**src/rtl/clock_timebase_set.sv**
```systemverilog
// clock_timebase_set
//   Time-base and time-set front end for the six-digit 7-segment clock.
//   Produces the 1 s tick, debounces the MODE and INC push-buttons, and
//   steps a RUN -> SET_MIN -> SET_HR -> RUN mode machine. INC presses become
//   one-cycle advance pulses for the minutes or hours chain, depending on mode.
//   Optional feature macro: TIMEBASE_BLINK_EN (adds the blink strobe used to
//   flash the field being set; without it blink is tied low).

module clock_timebase_set #(
   parameter int CLK_HZ      = 50_000_000,
   parameter int TICK_HZ     = 1,
   parameter int DEBOUNCE_MS = 20
) (
   input  logic       clk,
   input  logic       rst,
   input  logic       key_mode_n,
   input  logic       key_inc_n,
   output logic       sec_tick,
   output logic       min_inc,
   output logic       hr_inc,
   output logic [1:0] mode,
   output logic       blink
);

   localparam int TICK_DIV = CLK_HZ / TICK_HZ;
   localparam int DB_CYC   = (CLK_HZ / 1000) * DEBOUNCE_MS;

   // Widths hold the terminal count; the guard keeps them legal even when
   // the divider check below is about to reject the configuration.
   localparam int PRE_W = (TICK_DIV >= 2) ? $clog2(TICK_DIV) : 1;
   localparam int DB_W  = (DB_CYC >= 2) ? $clog2(DB_CYC) : 1;

   localparam logic [PRE_W-1:0] PRE_LAST = PRE_W'(TICK_DIV - 1);
   localparam logic [DB_W-1:0]  DB_LAST  = DB_W'(DB_CYC - 1);

   localparam int KEY_MODE = 0;
   localparam int KEY_INC  = 1;

   typedef enum logic [1:0] {
      MODE_RUN     = 2'b00,
      MODE_SET_MIN = 2'b01,
      MODE_SET_HR  = 2'b10
   } mode_e;

   // Both dividers must be at least 2 or the counters cannot form a period.
   if (TICK_DIV < 2) begin : g_tick_div_check
      $error("clock_timebase_set: TICK_DIV must be >= 2");
   end
   if (DB_CYC < 2) begin : g_db_cyc_check
      $error("clock_timebase_set: DB_CYC must be >= 2");
   end

   // Key path state; index 0 is the MODE key, index 1 the INC key.
   logic [1:0]      sync1_q, sync1_d;
   logic [1:0]      sync2_q, sync2_d;
   logic [1:0]      stable_q, stable_d;
   logic [1:0]      press_q, press_d;
   logic [DB_W-1:0] db_cnt_q [2];
   logic [DB_W-1:0] db_cnt_d [2];

   // Mode machine, prescaler and registered output pulses.
   mode_e            mode_q, mode_d;
   logic [PRE_W-1:0] pre_q, pre_d;
   logic             sec_tick_q, sec_tick_d;
   logic             min_inc_q, min_inc_d;
   logic             hr_inc_q, hr_inc_d;
   logic             run_steady;

   // Synchronise both keys and debounce them; a settled 1->0 is a press.
   always_comb begin
      sync1_d = {key_inc_n, key_mode_n};
      sync2_d = sync1_q;
      stable_d = stable_q;
      press_d  = 2'b00;
      for (int i = 0; i < 2; i++) begin
         db_cnt_d[i] = '0;
         if (sync2_q[i] != stable_q[i]) begin
            if (db_cnt_q[i] == DB_LAST) begin
               stable_d[i] = sync2_q[i];
               press_d[i]  = ~sync2_q[i];
            end else begin
               db_cnt_d[i] = db_cnt_q[i] + DB_W'(1);
            end
         end
      end
   end

   // Key path registers; reset leaves both keys in the released state.
   always_ff @(posedge clk or posedge rst) begin
      if (rst) begin
         sync1_q     <= 2'b11;
         sync2_q     <= 2'b11;
         stable_q    <= 2'b11;
         press_q     <= 2'b00;
         db_cnt_q[0] <= '0;
         db_cnt_q[1] <= '0;
      end else begin
         sync1_q     <= sync1_d;
         sync2_q     <= sync2_d;
         stable_q    <= stable_d;
         press_q     <= press_d;
         db_cnt_q[0] <= db_cnt_d[0];
         db_cnt_q[1] <= db_cnt_d[1];
      end
   end

   // Next mode, increment pulses and the seconds prescaler.
   always_comb begin
      mode_d = mode_q;
      if (press_q[KEY_MODE]) begin
         case (mode_q)
            MODE_RUN:     mode_d = MODE_SET_MIN;
            MODE_SET_MIN: mode_d = MODE_SET_HR;
            default:      mode_d = MODE_RUN;
         endcase
      end

      // A MODE press in the same cycle swallows the INC press.
      min_inc_d = press_q[KEY_INC] && !press_q[KEY_MODE] && (mode_q == MODE_SET_MIN);
      hr_inc_d  = press_q[KEY_INC] && !press_q[KEY_MODE] && (mode_q == MODE_SET_HR);

      // The prescaler only runs in a RUN cycle that is not also leaving RUN,
      // so re-entering RUN always starts a full period from zero.
      run_steady = (mode_q == MODE_RUN) && !press_q[KEY_MODE];
      pre_d      = '0;
      sec_tick_d = 1'b0;
      if (run_steady) begin
         if (pre_q == PRE_LAST) begin
            sec_tick_d = 1'b1;
         end else begin
            pre_d = pre_q + PRE_W'(1);
         end
      end
   end

   // Mode machine and output registers; reset aborts anything in flight.
   always_ff @(posedge clk or posedge rst) begin
      if (rst) begin
         mode_q     <= MODE_RUN;
         pre_q      <= '0;
         sec_tick_q <= 1'b0;
         min_inc_q  <= 1'b0;
         hr_inc_q   <= 1'b0;
      end else begin
         mode_q     <= mode_d;
         pre_q      <= pre_d;
         sec_tick_q <= sec_tick_d;
         min_inc_q  <= min_inc_d;
         hr_inc_q   <= hr_inc_d;
      end
   end

`ifdef TIMEBASE_BLINK_EN
   localparam int BLINK_DIV = (TICK_DIV / 4 >= 1) ? TICK_DIV / 4 : 1;
   localparam int BLINK_W   = (BLINK_DIV >= 2) ? $clog2(BLINK_DIV) : 1;
   localparam logic [BLINK_W-1:0] BLINK_LAST = BLINK_W'(BLINK_DIV - 1);

   logic [BLINK_W-1:0] blink_cnt_q, blink_cnt_d;
   logic               blink_q, blink_d;

   // Blink strobe runs only while a field is being set and restarts on
   // every mode change so each field begins visible.
   always_comb begin
      blink_cnt_d = '0;
      blink_d     = 1'b0;
      if ((mode_q != MODE_RUN) && !press_q[KEY_MODE]) begin
         blink_d = blink_q;
         if (blink_cnt_q == BLINK_LAST) begin
            blink_d = ~blink_q;
         end else begin
            blink_cnt_d = blink_cnt_q + BLINK_W'(1);
         end
      end
   end

   // Blink strobe registers.
   always_ff @(posedge clk or posedge rst) begin
      if (rst) begin
         blink_cnt_q <= '0;
         blink_q     <= 1'b0;
      end else begin
         blink_cnt_q <= blink_cnt_d;
         blink_q     <= blink_d;
      end
   end

   assign blink = blink_q;
`else
   assign blink = 1'b0;
`endif

   assign sec_tick = sec_tick_q;
   assign min_inc  = min_inc_q;
   assign hr_inc   = hr_inc_q;
   assign mode     = mode_q;

endmodule
```
**config.mk**
```make
export PLATFORM = sky130hd
export DESIGN_NAME = clock_timebase_set
export DESIGN_NICKNAME = d
export VERILOG_FILES = /design/src/rtl/clock_timebase_set.sv
export SDC_FILE = /design/constraint.sdc
export NUM_CORES = 1
export LEC_CHECK = 0
export ABC_CLOCK_PERIOD_IN_PS = 2700
export BUFFER_PORTS_ARGS = -buffer_cell sky130_fd_sc_hd__buf_2
export CORE_ASPECT_RATIO = 1.4
export CORE_UTILIZATION = 38
export DETAILED_ROUTE_END_ITERATION = 10
export PLACE_DENSITY = 0.63
export SLEW_MARGIN = 20
export SYNTH_ARGS = -nofsm -noshare
export SYNTH_HDL_FRONTEND = slang
export SYNTH_SLANG_ARGS = --single-unit
```
**constraint.sdc**
```tcl
create_clock -name clk -period 2.7 [get_ports clk]
set_clock_uncertainty 0.1 [all_clocks]
set_input_delay 0.135 -clock clk [delete_from_list [all_inputs] [get_ports clk]]
set_output_delay 0.135 -clock clk [all_outputs]
set_load 0.02 [all_outputs]
```
==> metrics <==
maximum vdd drop 0.000302 V; crit start category flip-flop; final wirelength 7700 microns; post-synth cell types 45; clock slew at reported path FFs 60 ps; Req. time, crit path 2860 ps; simple-gate share of the synthesized area 27.5%; Post-Syn Area 3920 sq um; fraction of layout cells with a size suffix above 1 12.3%; height of the die 122 microns; Setup Slack @ Placement 571 ps; critical path capture point type flip-flop; async set or reset register ratio after synthesis 100%; vias in the first global route 2869; status finished clean; worst-path fanout max 12; PwrDens 566 nW/um^2; dpl hpwl 5160 microns; Synth area leaders dfrtp_1 (47%), xnor2_1 (5.6%), nor2_1 (4.8%); Period minus WS final 2140 ps; CTS buffer count 9; FF+latch area 1980 sq um; HP Class reg2reg; syn nets 405; die width 87.8 microns; Hold Fails Final Rpt 0; DRT iter0 DRCs 182; Mapped Avg Cell Area 9.86 sq um; Via density 5.33; area leader, netlist dfrtp_1; reg2reg end pre_q[25]; H-Tree Depth 3; FP Rows 43; kind of critical path reg2reg; Compound-Gate Fraction of Synth Area 6.77%; XOR/XNOR share of the synthesized area 9.17%; root buffer cell clkbuf_16; number of enable flip-flop cells after synthesis 0; GRT Overall Usage 16.3%; Starting Density 39.3%; share of the synthesized area in the top cell type 46.6%; I/O pin cnt 10; ys flop type dfrtp_1; post-synthesis adder-cell area fraction 1.28%; DIE AREA 10700 sq um; largest net degree at the start of global routing 80; routed len/inst 14.0 microns; final worst slack 556 ps; CTS tree done; area taken by multi-input logic gates 1800 sq um; flop-to-flop setup slack 560 ps; Worst R2R Path Depth 4; Pleak 0.00174 uW; routed via count 2929; Max Cap Viol 0; final worst-path cycle share 79.4%; Max Buffers Root-to-Sink 2; RSZ-0062 raised after global routing false; number of diodes 0; GRT overflow 0; Fin Setup TNS 0 ps; clk sink count 79; Mapped Cells 397; Arrival @ worst endpoint 2310 ps; Crit. Startpoint pre_q[5]; Final nets 418; iteration count of the initial detailed-routing pass 4; Port-buffer cells 8; CTS resizes 0; Layout fillers 942; sequential share of the synthesized area 50.7%; fin. max-slew vios 0; Hold Slack 252 ps; FF-to-FF Start pre_q[5]; first-pass GRT wire length 13500 microns; CP endpoint pre_q[25]; count of final setup violators 0; Area Growth Syn to Fin 13.1%; # DRC 0; Core ar. 9950 sq um; antenna violations before repair 0; Synth warnings 0; ANT nets after route 0; Routability Congestion 0.812; largest family of logic cells by synthesized area simple AND/OR/NAND/NOR gates; #FFs+latches synth 79; multiplexer share of the synthesized area 1.12%; Clk Latency, worst-skew pair 340 ps; FMAX 466 MHz
-- cells in the mapped netlist (all sizes together), types with 2 or more instances --
cell type	count
or2	2
ha	4
inv	14
nand4	18
or4b	3
or3	13
and4	4
xnor2	25
nor4	17
buf	9
dfstp	6
clkbuf	4
nor4b	3
mux2	3
nand3	26
and3	4
o21ai	13
xor2	16
nor2	50
o31ai	9
nand2	27
or4	14
nor4bb	2
dfrtp	73
nor3	10
a21oi	18
-- routing by layer --
metal	wire (microns)	track usage, %
met5	0	0
met1	3450	19.5
met4	128	6.45
met2	3950	27.6
met3	177	4.07
-- kinds of logic after synthesis --
| kind of cell | after synthesis |
|---|---|
| compound gates | 44 |
| xor+xnor | 41 |
| fa+ha+maj | 4 |
| buf+inv | 27 |
| flops | 79 |
| mux | 4 |
| other cells | 1 |
| simple gates | 197 |
-- critical path: stages, from the launching register on --
cell     delay (ps)
dfrtp_1         480
nand3_2         180
or4_4           640
or4_1           520
a21oi_1         150
-- power breakdown --
group | internal [uW] | switching (uW) | leakage [uW]
logic | 17.9 | 42.7 | 0.000542
registers | 1200 | 13.5 | 0.00106
clock network | 725 | 511 | 0.000139
-- state kept, by name (all words and copies together), names as in the netlist --
register  flops
sec_tick      1
press_q       2
db_cnt_q     40
mode          2
pre_q        26
hr_inc        1
stable_q      2
sync2_q       2
min_inc       1
sync1_q       2
-- placed cells by master (no fill, tap or decap), types with 2 or more instances in the layout --
master	n
or4b_2	2
nor2_1	50
clkbuf_16	9
or2_2	2
or4_4	2
o21ai_0	12
or3_1	13
xor2_1	16
buf_4	3
o31ai_1	8
inv_6	3
nand2_1	27
buf_2	8
inv_1	13
mux2_2	2
or4_1	11
nand4_1	17
dlygate4sd3_1	3
dfstp_2	6
ha_1	4
dfrtp_1	73
and4_1	4
xnor2_1	25
nor4_1	17
nor4b_1	3
nand3_2	2
nand3_1	24
a21oi_1	17
and3_1	4
clkinvlp_4	3
nor4bb_1	2
nor3_1	10
-- what timing repair did --
action                                  4_1_cts  5_1_grt
endpoints found under the hold margin        75        0
hold buffers                                  3        0
setup buffers                                 0        0
endpoints found under the setup margin        0        0
-- how the worst min path moves through the flow --
stage,startpoint,end,slack (ps),cells past startpoint
after floorplan,key_mode_n,sync1_q[0],40,0
after global placement,key_inc_n,sync1_q[1],140,1
after detailed placement,key_inc_n,sync1_q[1],140,1
after CTS,sync1_q[1],sync2_q[1],250,0
after global routing,sync1_q[0],sync2_q[0],260,0
final,sync1_q[1],sync2_q[1],250,0
-- area by class of cell --
class	instances	area share [%]
sequential	79	44.8
multi-input combinational	291	40.7
clock buffer	9	5.09
tap	135	3.81
timing repair buffer	15	2.54
clock inverter	7	1.78
inverter	14	1.22
-- stage by stage --
| stage | instances | instance area, sq um | utilization [%] | power (uW) |
|---|---|---|---|---|
| 5_1_grt | 550 | 4430 | 44.5 | 2610 |
| 4_1_cts | 550 | 4430 | 44.5 | 2550 |
| 6_report | 550 | 4430 | 44.5 | 2510 |
| 2_1_floorplan | 397 | 3920 | - | 1270 |
| 3_5_place_dp | 531 | 4090 | 41.1 | 1290 |
| 3_3_place_gp | 531 | 4090 | 41.1 | 1290 |
Note: power is estimated with default switching activity, not from simulation.
